## src/rtl/mac_vec_engine.sv

```systemverilog
// Streaming signed multiply-accumulate engine: one dot-product per vector of (a,b) beats,
// with a registered product stage, optional saturation, sticky overflow and a beat-length guard.
module mac_vec_engine #(
  parameter int DATA_W   = 8,
  parameter int ACC_W    = 19,
  parameter int VEC_LEN  = 8,
  parameter bit SATURATE = 1'b1
) (
  input  logic                     clk,
  input  logic                     rst_n,
  input  logic                     macc_clear,
  input  logic                     in_valid,
  output logic                     in_ready,
  input  logic signed [DATA_W-1:0] in_a,
  input  logic signed [DATA_W-1:0] in_b,
  input  logic                     in_last,
  output logic                     out_valid,
  input  logic                     out_ready,
  output logic signed [ACC_W-1:0]  out_data,
  output logic                     out_ovf,
  output logic                     out_len_err
);

  localparam int PROD_W = 2 * DATA_W;
  localparam int EXT_W  = ACC_W + 1 - PROD_W;
  localparam int CNT_W  = (VEC_LEN > 1) ? $clog2(VEC_LEN) : 1;
  localparam logic [CNT_W-1:0] CNT_MAX = CNT_W'(VEC_LEN - 1);
  localparam logic [ACC_W-1:0] ACC_MAX = {1'b0, {(ACC_W-1){1'b1}}};
  localparam logic [ACC_W-1:0] ACC_MIN = {1'b1, {(ACC_W-1){1'b0}}};

  logic                     stall;
  logic                     accept;
  logic                     cnt_full;
  logic signed [PROD_W-1:0] product;

  logic [ACC_W:0]           prod_r;
  logic                     prod_v;
  logic                     prod_last;
  logic                     prod_forced;
  logic [CNT_W-1:0]         beat_cnt;

  logic [ACC_W-1:0]         acc;
  logic                     ovf_sticky;
  logic [ACC_W:0]           sum;
  logic                     overflow;
  logic [ACC_W-1:0]         acc_next;

  // A pending result that downstream has not taken freezes both stages.
  assign stall    = out_valid & ~out_ready;
  assign in_ready = ~stall & ~macc_clear;
  assign accept   = in_valid & in_ready;
  assign cnt_full = (beat_cnt == CNT_MAX);
  assign product  = in_a * in_b;

  // One guard bit above the accumulator exposes overflow as a disagreement of the top two bits.
  assign sum      = {acc[ACC_W-1], acc} + prod_r;
  assign overflow = sum[ACC_W] ^ sum[ACC_W-1];

  // NOTE: the default assignment at the top of always_comb keeps every path driven, so no latch is inferred.
  always_comb begin
    acc_next = sum[ACC_W-1:0];
    if (SATURATE && overflow) begin
      acc_next = sum[ACC_W] ? ACC_MIN : ACC_MAX;
    end
  end

  // Stage 1: register the sign-extended product and decide whether this beat closes the vector.
  // NOTE: sequential state uses non-blocking assignments so every register samples pre-edge values.
  always_ff @(posedge clk or negedge rst_n) begin
    if (!rst_n) begin
      prod_r      <= '0;
      prod_v      <= 1'b0;
      prod_last   <= 1'b0;
      prod_forced <= 1'b0;
      beat_cnt    <= '0;
    end else if (macc_clear) begin
      prod_v      <= 1'b0;
      beat_cnt    <= '0;
    end else if (accept) begin
      prod_r      <= {{EXT_W{product[PROD_W-1]}}, product};
      prod_v      <= 1'b1;
      prod_last   <= in_last | cnt_full;
      prod_forced <= ~in_last & cnt_full;
      beat_cnt    <= (in_last | cnt_full) ? '0 : beat_cnt + CNT_W'(1);
    end else if (!stall) begin
      prod_v      <= 1'b0;
    end
  end

  // Stage 2: accumulate; on the closing beat publish the result and restart from zero without a bubble.
  always_ff @(posedge clk or negedge rst_n) begin
    if (!rst_n) begin
      acc         <= '0;
      ovf_sticky  <= 1'b0;
      out_valid   <= 1'b0;
      out_data    <= '0;
      out_ovf     <= 1'b0;
      out_len_err <= 1'b0;
    end else if (macc_clear) begin
      acc         <= '0;
      ovf_sticky  <= 1'b0;
      out_valid   <= 1'b0;
      out_ovf     <= 1'b0;
      out_len_err <= 1'b0;
    end else begin
      if (out_valid && out_ready) begin
        out_valid <= 1'b0;
      end
      if (prod_v && !stall) begin
        if (prod_last) begin
          out_data    <= acc_next;
          out_valid   <= 1'b1;
          out_ovf     <= ovf_sticky | overflow;
          out_len_err <= prod_forced;
          acc         <= '0;
          ovf_sticky  <= 1'b0;
        end else begin
          acc         <= acc_next;
          ovf_sticky  <= ovf_sticky | overflow;
        end
      end
    end
  end

endmodule
```

## config.mk

```make
export PLATFORM = sky130hd
export DESIGN_NAME = mac_vec_engine
export DESIGN_NICKNAME = d
export VERILOG_FILES = /design/src/rtl/mac_vec_engine.sv
export SDC_FILE = /design/constraint.sdc
export NUM_CORES = 1
export LEC_CHECK = 0
export CORE_MARGIN = 1.5
export CORE_UTILIZATION = 60
export CTS_CLUSTER_SIZE = 12
export DETAILED_ROUTE_END_ITERATION = 7
export PLACE_DENSITY = 0.81
export SYNTH_ARGS = -nofsm -noshare
export SYNTH_HDL_FRONTEND = slang
export SYNTH_SLANG_ARGS = --single-unit
```

## constraint.sdc

```tcl
create_clock -name clk -period 4.95 [get_ports clk]
set_input_delay 0.7425 -clock clk [delete_from_list [all_inputs] [get_ports clk]]
set_output_delay 0.7425 -clock clk [all_outputs]
set_load 0.03 [all_outputs]
```

* Word-level counts from Yosys, hierarchy flattened
Cells that the tools add are included.
Storage, ports and cells: register bits after elaboration 64
Cells by class: add/subtract/negate cells 2, multipliers 1, eq/ne operators 2, multiplexer cells 24, bitwise logic cells 11, reduce and logical (&&, ||, !) cells 9
Operators by type and width (count):
- 2-to-1 mux 19 bit | 5
- adder 19 x 16 -> 20 bit | 1
- multiplier 8 x 8 -> 16 bit | 1
- 2-to-1 mux 1 bit | 16
- 2-to-1 mux 3 bit | 3
- nonzero test 2 bit | 3
- AND 1 bit | 4
- inverter 1 bit | 4
- AND reduction 2 bit | 2
- adder 3 x 1 -> 3 bit, second input constant | 1
- equality test 3 bit, second input constant | 1
- != test 3 x 2 -> 1 bit, second input constant | 1
- AND reduction 3 bit | 1
- logical AND 1 bit | 2
- bitwise OR 1 bit | 2
- logical NOT 1 bit | 1
- bitwise XOR 1 bit | 1

* Longest topological paths before layout
Gate-level depths: netlist of the first run.
depth in word-level cells 7, mapped depth 18

* Worst setup path before layout of the first run
No wires, ideal clock.
kind in2reg, start in in_b[4], end reg prod_r[14], setup time 146 ps, arrival 4520 ps, required time 4804 ps, path slack 284 ps, cell stages on the path 16, path buffers 0, path through and2_1 fa_1 fa_1 inv_1 fa_1 fa_1 inv_1 ha_1 a21o_1 a21oi_1 o21bai_1 a21oi_1 o21ai_0 a31oi_1 mux2i_1 o311ai_0
On the way: cells in the longest elaborated chain, start to end 1
Ends and longest elaborated chain:
- from (decl) | line 15 | input logic signed [DATA_W-1:0] in_b,
- multiplier 8 x 8 -> 16 bit | line 53 | assign product = in_a * in_b;
- to (signal assigned) | line 80 | prod_r <= {{EXT_W{product[PROD_W-1]}}, product};
- to (decl) | line 36 | logic [ACC_W:0] prod_r;
Every way passes these cells. A chain may end at the register's enable or synchronous reset.

* Worst setup path in the final report of the first run
Same ends and word-level chain as after synthesis.

==> results of run 1 <==
critical path: cells and delay by family:
| kind | cells | cell delay (ps) |
|---|---|---|
| AOI/OAI and AO/OA | 7 | 1050 |
| adders and majority gates | 5 | 2330 |
| buffers and inverters | 3 | 400 |
| muxes | 1 | 200 |
| and+or+nand+nor | 1 | 200 |
final timing paths:
kind                         startpoint           end  slack (ps)
min reg2reg                out_data[13]  out_data[13]         490
max reg2reg                  prod_r[15]        acc[8]        1690
min                        out_data[13]  out_data[13]         490
min in group asynchronous         rst_n   out_data[3]         570
max in group asynchronous         rst_n    prod_r[14]        3840
max                             in_b[4]    prod_r[14]         170
report_power, final:
part           internal [mW]  switching (mW)  total [mW]  leakage (nW)
Clock                  0.230           0.202       0.432        0.0920
Sequential             0.729           0.132       0.861         0.822
Combinational           1.39            1.73        3.12          2.57
kinds of logic (layout without fill, tap and decap cells):
kind of cell,Yosys count,count (layout),share of synthesized area
fa+ha+maj,107,107,0.2921
xor+xnor,25,25,0.03641
mux,17,17,0.03121
flops,64,64,0.2663
compound gates,140,140,0.1642
buf+inv,104,200,0.06617
simple gates,168,168,0.1436
flip-flops by register name, summed over array words and instances, names as in the netlist:
signal	count
acc	19
out_data	19
prod_r	16
beat_cnt	3
out_len_err	1
out_ovf	1
out_valid	1
ovf_sticky	1
prod_forced	1
prod_last	1
prod_v	1
cell usage after synthesis, types with 12 or more instances:
| library cell | number | area [sq um] |
|---|---|---|
| dfrtp_1 | 64 | 1602 |
| xnor2_1 | 17 | 148.9 |
| nor3_1 | 12 | 60.06 |
| and2_1 | 41 | 256.5 |
| a21oi_1 | 27 | 135.1 |
| mux2_2 | 14 | 157.7 |
| clkbuf_1 | 12 | 45.04 |
| nand2_1 | 51 | 191.4 |
| o21ai_0 | 36 | 180.2 |
| fa_1 | 56 | 1121 |
| ha_1 | 50 | 625.6 |
| nor2_1 | 26 | 97.59 |
| inv_1 | 91 | 341.6 |
through the flow:
step	hold WS [ps]	area, sq um
after floorplan	446.9	6013
after global routing	517.6	7123
final	492.1	7123
after CTS	494.6	7102
after global placement	465.8	6912
after detailed placement	475.5	6912
per-layer routing:
| layer | global-route usage | wire length [microns] | vias up |
|---|---|---|---|
| li1 | - | - | 2295 |
| met1 | 0.3341 | 5666 | 2272 |
| met3 | 0.03864 | 293 | 16 |
| met5 | 0 | 0 | - |
| met4 | 0.06549 | 176 | 0 |
| met2 | 0.5020 | 6857 | 88 |
area by class of cell:
| type | instances | area (sq um) | share of cell area |
|---|---|---|---|
| well taps | 133 | 166.4 | 0.02336 |
| repair buffers | 93 | 794.5 | 0.1115 |
| clock buffers | 10 | 127.6 | 0.01792 |
| multi-input cells | 457 | 4031 | 0.5660 |
| flip-flops and latches | 64 | 1602 | 0.2248 |
| clock inverters | 6 | 60.06 | 0.008431 |
| inverters | 91 | 341.6 | 0.04795 |
repair_timing:
item,4_1_cts,5_1_grt
buffers inserted,1,1
pin swaps,4,4
endpoints found under the setup margin,3,4
resized for setup,16,6
hold endpoints to repair,0,0
==> flow_metrics.env, run 1 <==
export IMPL_status="complete, no violations"
export IMPL_final_common_cell="inv_1"
export IMPL_area_growth_pct=18.46
export IMPL_skew_ps=15.58
export IMPL_critPathSlowestCell="fa_1"
export IMPL_core_sq_um=9729
export IMPL_max_slew_margin=0.2497
export IMPL_worstHoldPathCells=2
export IMPL_setup_viol=0
export IMPL_synth_area_per_cell_sq_um=9.621
export IMPL_nFillCells=752
export IMPL_place_congestion=0.8927
export IMPL_num_vias=4671
export IMPL_peakVddDrop_mv=0.3700
export IMPL_crit_fanout=8
export IMPL_gr_total_overflow=0
export IMPL_wl_microns=12990
export IMPL_rows=36
export IMPL_layout_min_cycle_time_ps=4782
export IMPL_holdBufCountCts=0
export IMPL_port_buffer_count=44
export IMPL_clk_pin_slew_ps=70
export IMPL_layout_common_cells="91 x inv_1, 64 x dfrtp_1, 56 x fa_1"
export IMPL_required_ps=5110
export IMPL_clk_latency_ps=340
export IMPL_final_max_slew_viol_count=0
export IMPL_cpMostUsedCell="fa_1"
export IMPL_hold_viol=0
export IMPL_drive_gt1_frac=0.1401
export IMPL_synth_fp_nets=753
export IMPL_pin_count=45
export IMPL_worst_slack_ps=167.9
export IMPL_dpl_worst_slack_ps=-556.7
export IMPL_synthDistinctLibCells=59
export IMPL_track_usage=0.2715
export IMPL_ys_seq_area_frac=0.2663
export IMPL_cts_htree_levels=3
export IMPL_max_cap_violations=0
export IMPL_drc=0
export IMPL_cts_buffer_depth=2
export IMPL_arrival_ps=4940
export IMPL_fmax_mhz=209.1
export IMPL_wire_per_inst_microns=15.22
export IMPL_synth_async_reset_ratio=1.000
export IMPL_rr_worst_depth=9
export IMPL_dpl_hpwl_microns=10500
export IMPL_start_kind="primary input"
export IMPL_max_stage_delay_ps=550
export IMPL_place_inst=836
export IMPL_via_per_inst=5.470
export IMPL_die_h_microns=103.1
export IMPL_netlist_area_sq_um=6013
export IMPL_fin_cells=854
export IMPL_finalSetupTns_ps=0
export IMPL_worstSetupPathType="in2reg"
export IMPL_diodes=0
export IMPL_syn_inst=625
export IMPL_worst_pin_slew_ps=1123
export IMPL_yosys_warnings=0
export IMPL_path_cells="dlygate4sd2_1, and2_1, fa_1, fa_1, inv_1, fa_1, fa_1, inv_1, ha_1, a21o_1, a21oi_2, o21bai_1, a21oi_2, o21ai_1, a31oi_1, mux2i_1, o311ai_0"
export IMPL_grt_max_degree=65
export IMPL_worst_setup_path_end_kind="flop"
export IMPL_layout_nets=844
export IMPL_ys_ff_latch=64
export IMPL_dieArea_sq_um=10630
export IMPL_post_route_period_util=0.9661
export IMPL_drtAntennaViolNets=0
export IMPL_grt_first_pass_wirelength_microns=22380
export IMPL_ys_flop_type="dfrtp_1"
export IMPL_die_x_microns=103.1
export IMPL_start_util=0.6181
export IMPL_cts_sinks=64
export IMPL_grt_pass1_vias=4809
export IMPL_firstDrtPassIters=4
export IMPL_power_mw=4.414
export IMPL_antenna_found_initial=0
export IMPL_drtIter0Drc=189
export IMPL_root_buffer="clkbuf_8"
export IMPL_p_leak_nw=3.489
export IMPL_cts_made_buffers=9
export IMPL_cts_tree="built"
export IMPL_utilization=0.7321
export IMPL_hp_class="reg2reg"
export IMPL_powerDensity_nw_per_um2=619.7
export IMPL_synth_edf_count=0
(Power assumes the default switching activity.)
==> inputs of run 2 (changes only) <==
--- a/config.mk
+++ b/config.mk
@@ -10,6 +10,7 @@
 export CTS_CLUSTER_SIZE = 12
 export DETAILED_ROUTE_END_ITERATION = 7
 export PLACE_DENSITY = 0.81
+export SKIP_LAST_GASP = 1
 export SYNTH_ARGS = -nofsm -noshare
 export SYNTH_HDL_FRONTEND = slang
 export SYNTH_SLANG_ARGS = --single-unit
==> constraint.sdc (replaced) <==
create_clock -name clk -period 4.45 [get_ports clk]
set_input_delay 0.6675 -clock clk [delete_from_list [all_inputs] [get_ports clk]]
set_output_delay 0.6675 -clock clk [all_outputs]
set_load 0.03 [all_outputs]
==> run 2 against run 1 <==
The run now ends with setup timing left. Hold slack got worse by 1.3 ps. Non-clock buffer count is 16 higher. Power up 24%. Register-to-register slack worse by 460 ps. First-iteration DRC count rose by 39%. Clock skew is 2.6 ps lower. Global-route usage is 2.2 points higher. Final cell count grew 1.8%. Sequential power increased by 12%. Critical path depth stayed put. Largest cell class unchanged.
==> flow_metrics.env, run 2 (synthesized netlist as in run 1, its figures left out) <==
export IMPL_status="finished, violations left"
export IMPL_violations="setup timing"
export IMPL_max_slew_margin=0.1828
export IMPL_grt_pass1_vias=5089
export IMPL_grtUsageMet2=0.5400
export IMPL_place_congestion=0.9132
export IMPL_path_cells="buf_4, buf_4, and2_4, fa_2, buf_6, fa_1, inv_1, fa_1, fa_1, inv_1, ha_1, and3_1, a21oi_2, o21ai_2, o41ai_2, xnor2_1, o21ai_1"
export IMPL_track_usage=0.2939
export IMPL_rr_worst_depth=11
export IMPL_pin_count=45
export IMPL_critPathSlowestCell="fa_1"
export IMPL_dpl_hpwl_microns=10720
export IMPL_gr_total_overflow=0
export IMPL_layout_common_cells="81 x inv_1, 64 x dfrtp_1, 61 x buf_4"
export IMPL_grt_util_met3=0.04407
export IMPL_drive_gt1_frac=0.2432
export IMPL_grt_first_pass_wirelength_microns=23990
export IMPL_clk_pin_slew_ps=70
export IMPL_final_max_slew_viol_count=0
export IMPL_hp_class="in2async"
export IMPL_antenna_found_initial=0
export IMPL_finalSetupTns_ps=-33.42
export IMPL_start_kind="primary input"
export IMPL_utilization=0.7672
export IMPL_root_buffer="clkbuf_8"
export IMPL_die_x_microns=103.1
export IMPL_port_buffer_count=44
export IMPL_layout_nets=860
export IMPL_diodes=0
export IMPL_rows=36
export IMPL_gr_max_usage_layer="met2"
export IMPL_crit_fanout=5
export IMPL_wl_microns=14780
export IMPL_post_route_period_util=1.008
export IMPL_worst_setup_path_end_kind="flop"
export IMPL_reg_top3="acc (19), out_data (19), prod_r (16)"
export IMPL_worst_pin_slew_ps=1223
export IMPL_hold_viol=0
export IMPL_die_h_microns=103.1
export IMPL_cts_made_buffers=9
export IMPL_grt_use_met1=0.3541
export IMPL_clk_latency_ps=350
export IMPL_drc=0
export IMPL_worstSetupPathType="in2reg"
export IMPL_grt_max_degree=65
export IMPL_cts_tree="built"
export IMPL_cpMostUsedCell="fa_1"
export IMPL_dieArea_sq_um=10630
export IMPL_drtIter0Drc=263
export IMPL_num_vias=4875
export IMPL_r2r_setup_slack_ps=1230
export IMPL_max_cap_violations=0
export IMPL_wire_per_inst_microns=17.01
export IMPL_required_ps=4620
export IMPL_arrival_ps=4650
export IMPL_peakVddDrop_mv=0.3854
export IMPL_cts_htree_levels=3
export IMPL_setup_viol=1
export IMPL_final_common_cell="inv_1"
export IMPL_via_per_inst=5.610
export IMPL_core_sq_um=9729
export IMPL_skew_ps=12.98
export IMPL_start_util=0.6181
export IMPL_cts_buffer_depth=2
export IMPL_drtAntennaViolNets=0
export IMPL_rsz0062_at_grt="yes"
export IMPL_hold_worst_slack_ps=490.8
export IMPL_worst_slack_ps=-33.42
export IMPL_area_growth_pct=24.14
export IMPL_layout_min_cycle_time_ps=4483
export IMPL_p_leak_nw=3.597
export IMPL_nFillCells=662
export IMPL_powerDensity_nw_per_um2=735.2
export IMPL_dpl_worst_slack_ps=-850.2
export IMPL_fmax_mhz=223.0
export IMPL_max_stage_delay_ps=540
export IMPL_firstDrtPassIters=5
export IMPL_cts_sinks=64
run 2: changes by cell type in the layout (fill, tap and decap cells not counted), moves of 4 or more:
cell           delta
and2_1           -11
buf_4            +12
fa_1              -4
buf_2             +7
ha_4              +6
inv_1            -10
fa_2              +4
dlygate4sd2_1    -13
ha_1              -7
and2_4           +11
inv_2             +9
buf_6            +10
run 2: timing repair:
action	CTS	global route
setup endpoints to repair	6	6
pin swaps	25	39
setup buffers	9	8
hold buffers	0	0
gates resized for setup	81	57
run 2: cell type report:
| type | count | area (sq um) | share of cell area |
|---|---|---|---|
| clock inverter | 3 | 40.04 | 0.005364 |
| sequential | 64 | 1602 | 0.2145 |
| clock buffer | 12 | 165.2 | 0.02213 |
| timing repair buffer | 109 | 910.9 | 0.1220 |
| multi-input combinational | 457 | 4237 | 0.5675 |
| tap | 133 | 166.4 | 0.02229 |
| inverter | 91 | 344.1 | 0.04609 |
run 2: worst paths after layout:
path	to	from
max	prod_r[15]	in_b[4]
min	out_data[15]	rst_n
max reg2reg	out_data[10]	prod_r[0]
min reg2reg	acc[18]	acc[18]
max in group asynchronous	prod_r[14]	rst_n
min in group clk	acc[18]	acc[18]
run 2: layer usage:
layer,wire length (microns),vias to the layer above
met5,0,-
met4,419,0
met3,586,42
met2,7818,146
met1,5954,2362
li1,-,2325
run 2: worst max-delay path, delay by kind of cell:
family          cells  cell delay (ps)
xor+xnor            1              180
simple gates        2              340
compound gates      4              630
fa+ha+maj           5             2320
buf+inv             5              510
run 2: report_power, final:
group / internal (mW) / switching, mW
logic: 1.81 / 2.19
registers: 0.811 / 0.157
clock network: 0.300 / 0.223
total: 2.92 / 2.57
run 2: through the flow:
stage	std cells	cell area, sq um	power [mW]
CTS	862	7326	5.130
global placement	838	6940	4.259
finish	869	7465	5.488
global route	869	7465	5.911
detailed placement	838	6940	4.402
floorplan	625	6027	3.440
==> inputs of run 3 (changes only) <==
--- a/config.mk
+++ b/config.mk
@@ -6,10 +6,10 @@
 export NUM_CORES = 1
 export LEC_CHECK = 0
 export CORE_MARGIN = 1.5
-export CORE_UTILIZATION = 60
+export CORE_UTILIZATION = 50
 export CTS_CLUSTER_SIZE = 12
 export DETAILED_ROUTE_END_ITERATION = 7
-export PLACE_DENSITY = 0.81
+export PLACE_DENSITY = 0.7
 export SKIP_LAST_GASP = 1
 export SYNTH_ARGS = -nofsm -noshare
 export SYNTH_HDL_FRONTEND = slang
==> constraint.sdc (replaced) <==
create_clock -name clk -period 5.3 [get_ports clk]
set_input_delay 0.795 -clock clk [delete_from_list [all_inputs] [get_ports clk]]
set_output_delay 0.795 -clock clk [all_outputs]
set_load 0.03 [all_outputs]
==> run 3 against run 2 <==
The run now ends clean. Routed wire length is 9.9% lower. Largest cell class unchanged. Global-route usage is 6.5 points lower. Power decreased by 22%. Sequential share of layout area up 0.76 points. Final area fell by 3.4%. Critical path depth stayed put. Register-to-register slack gained 840 ps. Setup slack improved by 330 ps. Critical path type unchanged. First-iteration DRC count is 29% lower. Final cell count is 1.4% lower.
==> flow_metrics.env, run 3 (synthesized netlist as in run 1, its figures left out) <==
export IMPL_status="complete, no violations"
export IMPL_pin_count=45
export IMPL_diodes=0
export IMPL_layout_min_cycle_time_ps=5007
export IMPL_grt_max_degree=65
export IMPL_hp_start="acc[18]"
export IMPL_holdBufCountCts=0
export IMPL_power_mw=4.288
export IMPL_cts_htree_levels=3
export IMPL_area_growth_pct=19.89
export IMPL_wire_per_inst_microns=15.53
export IMPL_gr_total_overflow=0
export IMPL_register_area_sq_um=1602
export IMPL_worst_setup_path_end_kind="flop"
export IMPL_dieArea_sq_um=12690
export IMPL_die_h_microns=112.7
export IMPL_setup_viol=0
export IMPL_finalSetupTns_ps=0
export IMPL_p_leak_nw=3.469
export IMPL_reg_top3="acc (19), out_data (19), prod_r (16)"
export IMPL_powerDensity_nw_per_um2=594.8
export IMPL_start_util=0.5200
export IMPL_final_max_slew_viol_count=0
export IMPL_dpl_worst_slack_ps=-127.3
export IMPL_worstSetupPathType="in2reg"
export IMPL_clk_pin_slew_ps=50
export IMPL_multi_input_area_sq_um=4021
export IMPL_max_cap_violations=0
export IMPL_root_buffer="clkbuf_16"
export IMPL_worst_pin_slew_ps=798.0
export IMPL_max_slew_margin=0.4680
export IMPL_drc=0
export IMPL_hp_class="reg2reg"
export IMPL_start_kind="primary input"
export IMPL_cts_tree="built"
export IMPL_hold_end="acc[18]"
export IMPL_r2r_end="out_data[12]"
export IMPL_arrival_ps=5200
export IMPL_required_ps=5500
export IMPL_layout_nets=837
export IMPL_wl_microns=13310
export IMPL_drtIter0Drc=188
export IMPL_hold_worst_slack_ps=491.7
export IMPL_grt_first_pass_wirelength_microns=23290
export IMPL_cts_sinks=64
export IMPL_cts_setup_buffers=0
export IMPL_peakVddDrop_mv=0.3415
export IMPL_fmax_mhz=199.7
export IMPL_nFillCells=1006
export IMPL_hold_viol=0
export IMPL_place_congestion=0.9007
export IMPL_grt_pass1_vias=4985
export IMPL_firstDrtPassIters=4
export IMPL_worst_slack_ps=293.2
export IMPL_final_common_cell="inv_1"
export IMPL_track_usage=0.2291
export IMPL_antenna_found_initial=0
export IMPL_worstHoldPathCells=2
export IMPL_layout_common_cells="91 x inv_1, 64 x dfrtp_1, 56 x fa_1"
export IMPL_cts_made_buffers=9
export IMPL_core_sq_um=11560
export IMPL_drtAntennaViolNets=0
export IMPL_dpl_hpwl_microns=10520
export IMPL_rsz0062_at_grt="yes"
export IMPL_rows=39
export IMPL_die_x_microns=112.7
export IMPL_drive_gt1_frac=0.1246
export IMPL_post_route_period_util=0.9447
export IMPL_reg2reg_from="prod_r[0]"
export IMPL_cts_resized_gates=0
export IMPL_clk_latency_ps=340
export IMPL_r2r_setup_slack_ps=2070
export IMPL_crit_fanout=6
export IMPL_skew_ps=5.774
export IMPL_rr_worst_depth=11
export IMPL_via_per_inst=5.473
export IMPL_port_buffer_count=44
export IMPL_num_vias=4690
export IMPL_cts_buffer_depth=2
run 3: cell types whose count changed in the layout (fill, tap and decap cells not counted), sizes merged:
cell           previous run  this run
clkbuf                   14        13
clkinv                    2         1
clkdlybuf4s50            27        43
buf                      80        43
bufinv                    1         2
run 3: how the worst max path moves through the flow:
stage                 start    endpoint  slack, ps
floorplan           in_b[4]  prod_r[14]        580
global placement    in_b[4]  prod_r[14]        -10
detailed placement  in_b[3]  prod_r[15]       -130
CTS                 in_a[2]  prod_r[14]        230
global route        in_a[3]  prod_r[14]        -40
finish              in_a[2]  prod_r[14]        290
run 3: metrics by stage:
stage | utilization | cell area (sq um) | std cells
after detailed placement | 0.5955 | 6887 | 841
after CTS | 0.6227 | 7202 | 857
after floorplan | - | 6013 | 625
after global routing | 0.6234 | 7209 | 857
after global placement | 0.5955 | 6887 | 841
final | 0.6234 | 7209 | 857
run 3: cell type report:
| type | count | share of cell area |
|---|---|---|
| Clock buffer | 13 | 0.03471 |
| Clock inverter | 3 | 0.009025 |
| Inverter | 91 | 0.04738 |
| Multi-Input combinational cell | 457 | 0.5578 |
| Sequential cell | 64 | 0.2221 |
| Tap cell | 143 | 0.02482 |
| Timing Repair Buffer | 86 | 0.1041 |
run 3: layer usage:
| metal | GRT usage | routed length (microns) |
|---|---|---|
| met1 | 0.2762 | 5816 |
| met2 | 0.4126 | 6775 |
| met3 | 0.04266 | 434 |
| met4 | 0.07595 | 286 |
| met5 | 0 | 0 |
run 3: critical path: stages:
cell,delay (ps)
clkdlybuf4s50_1,510
and2_1,220
fa_1,420
fa_1,550
inv_1,50
fa_1,460
fa_1,540
inv_1,40
ha_1,310
a21o_1,190
a21oi_1,180
o21bai_1,80
a21oi_1,170
o21ai_0,130
a31oi_1,200
mux2i_1,200
o311ai_0,140
run 3: where the power goes:
group / switching (mW) / total (mW) / internal (mW)
combinational: 1.60 / 2.84 / 1.24
sequential: 0.128 / 0.810 / 0.682
clock: 0.214 / 0.638 / 0.424
total: 1.94 / 4.29 / 2.35
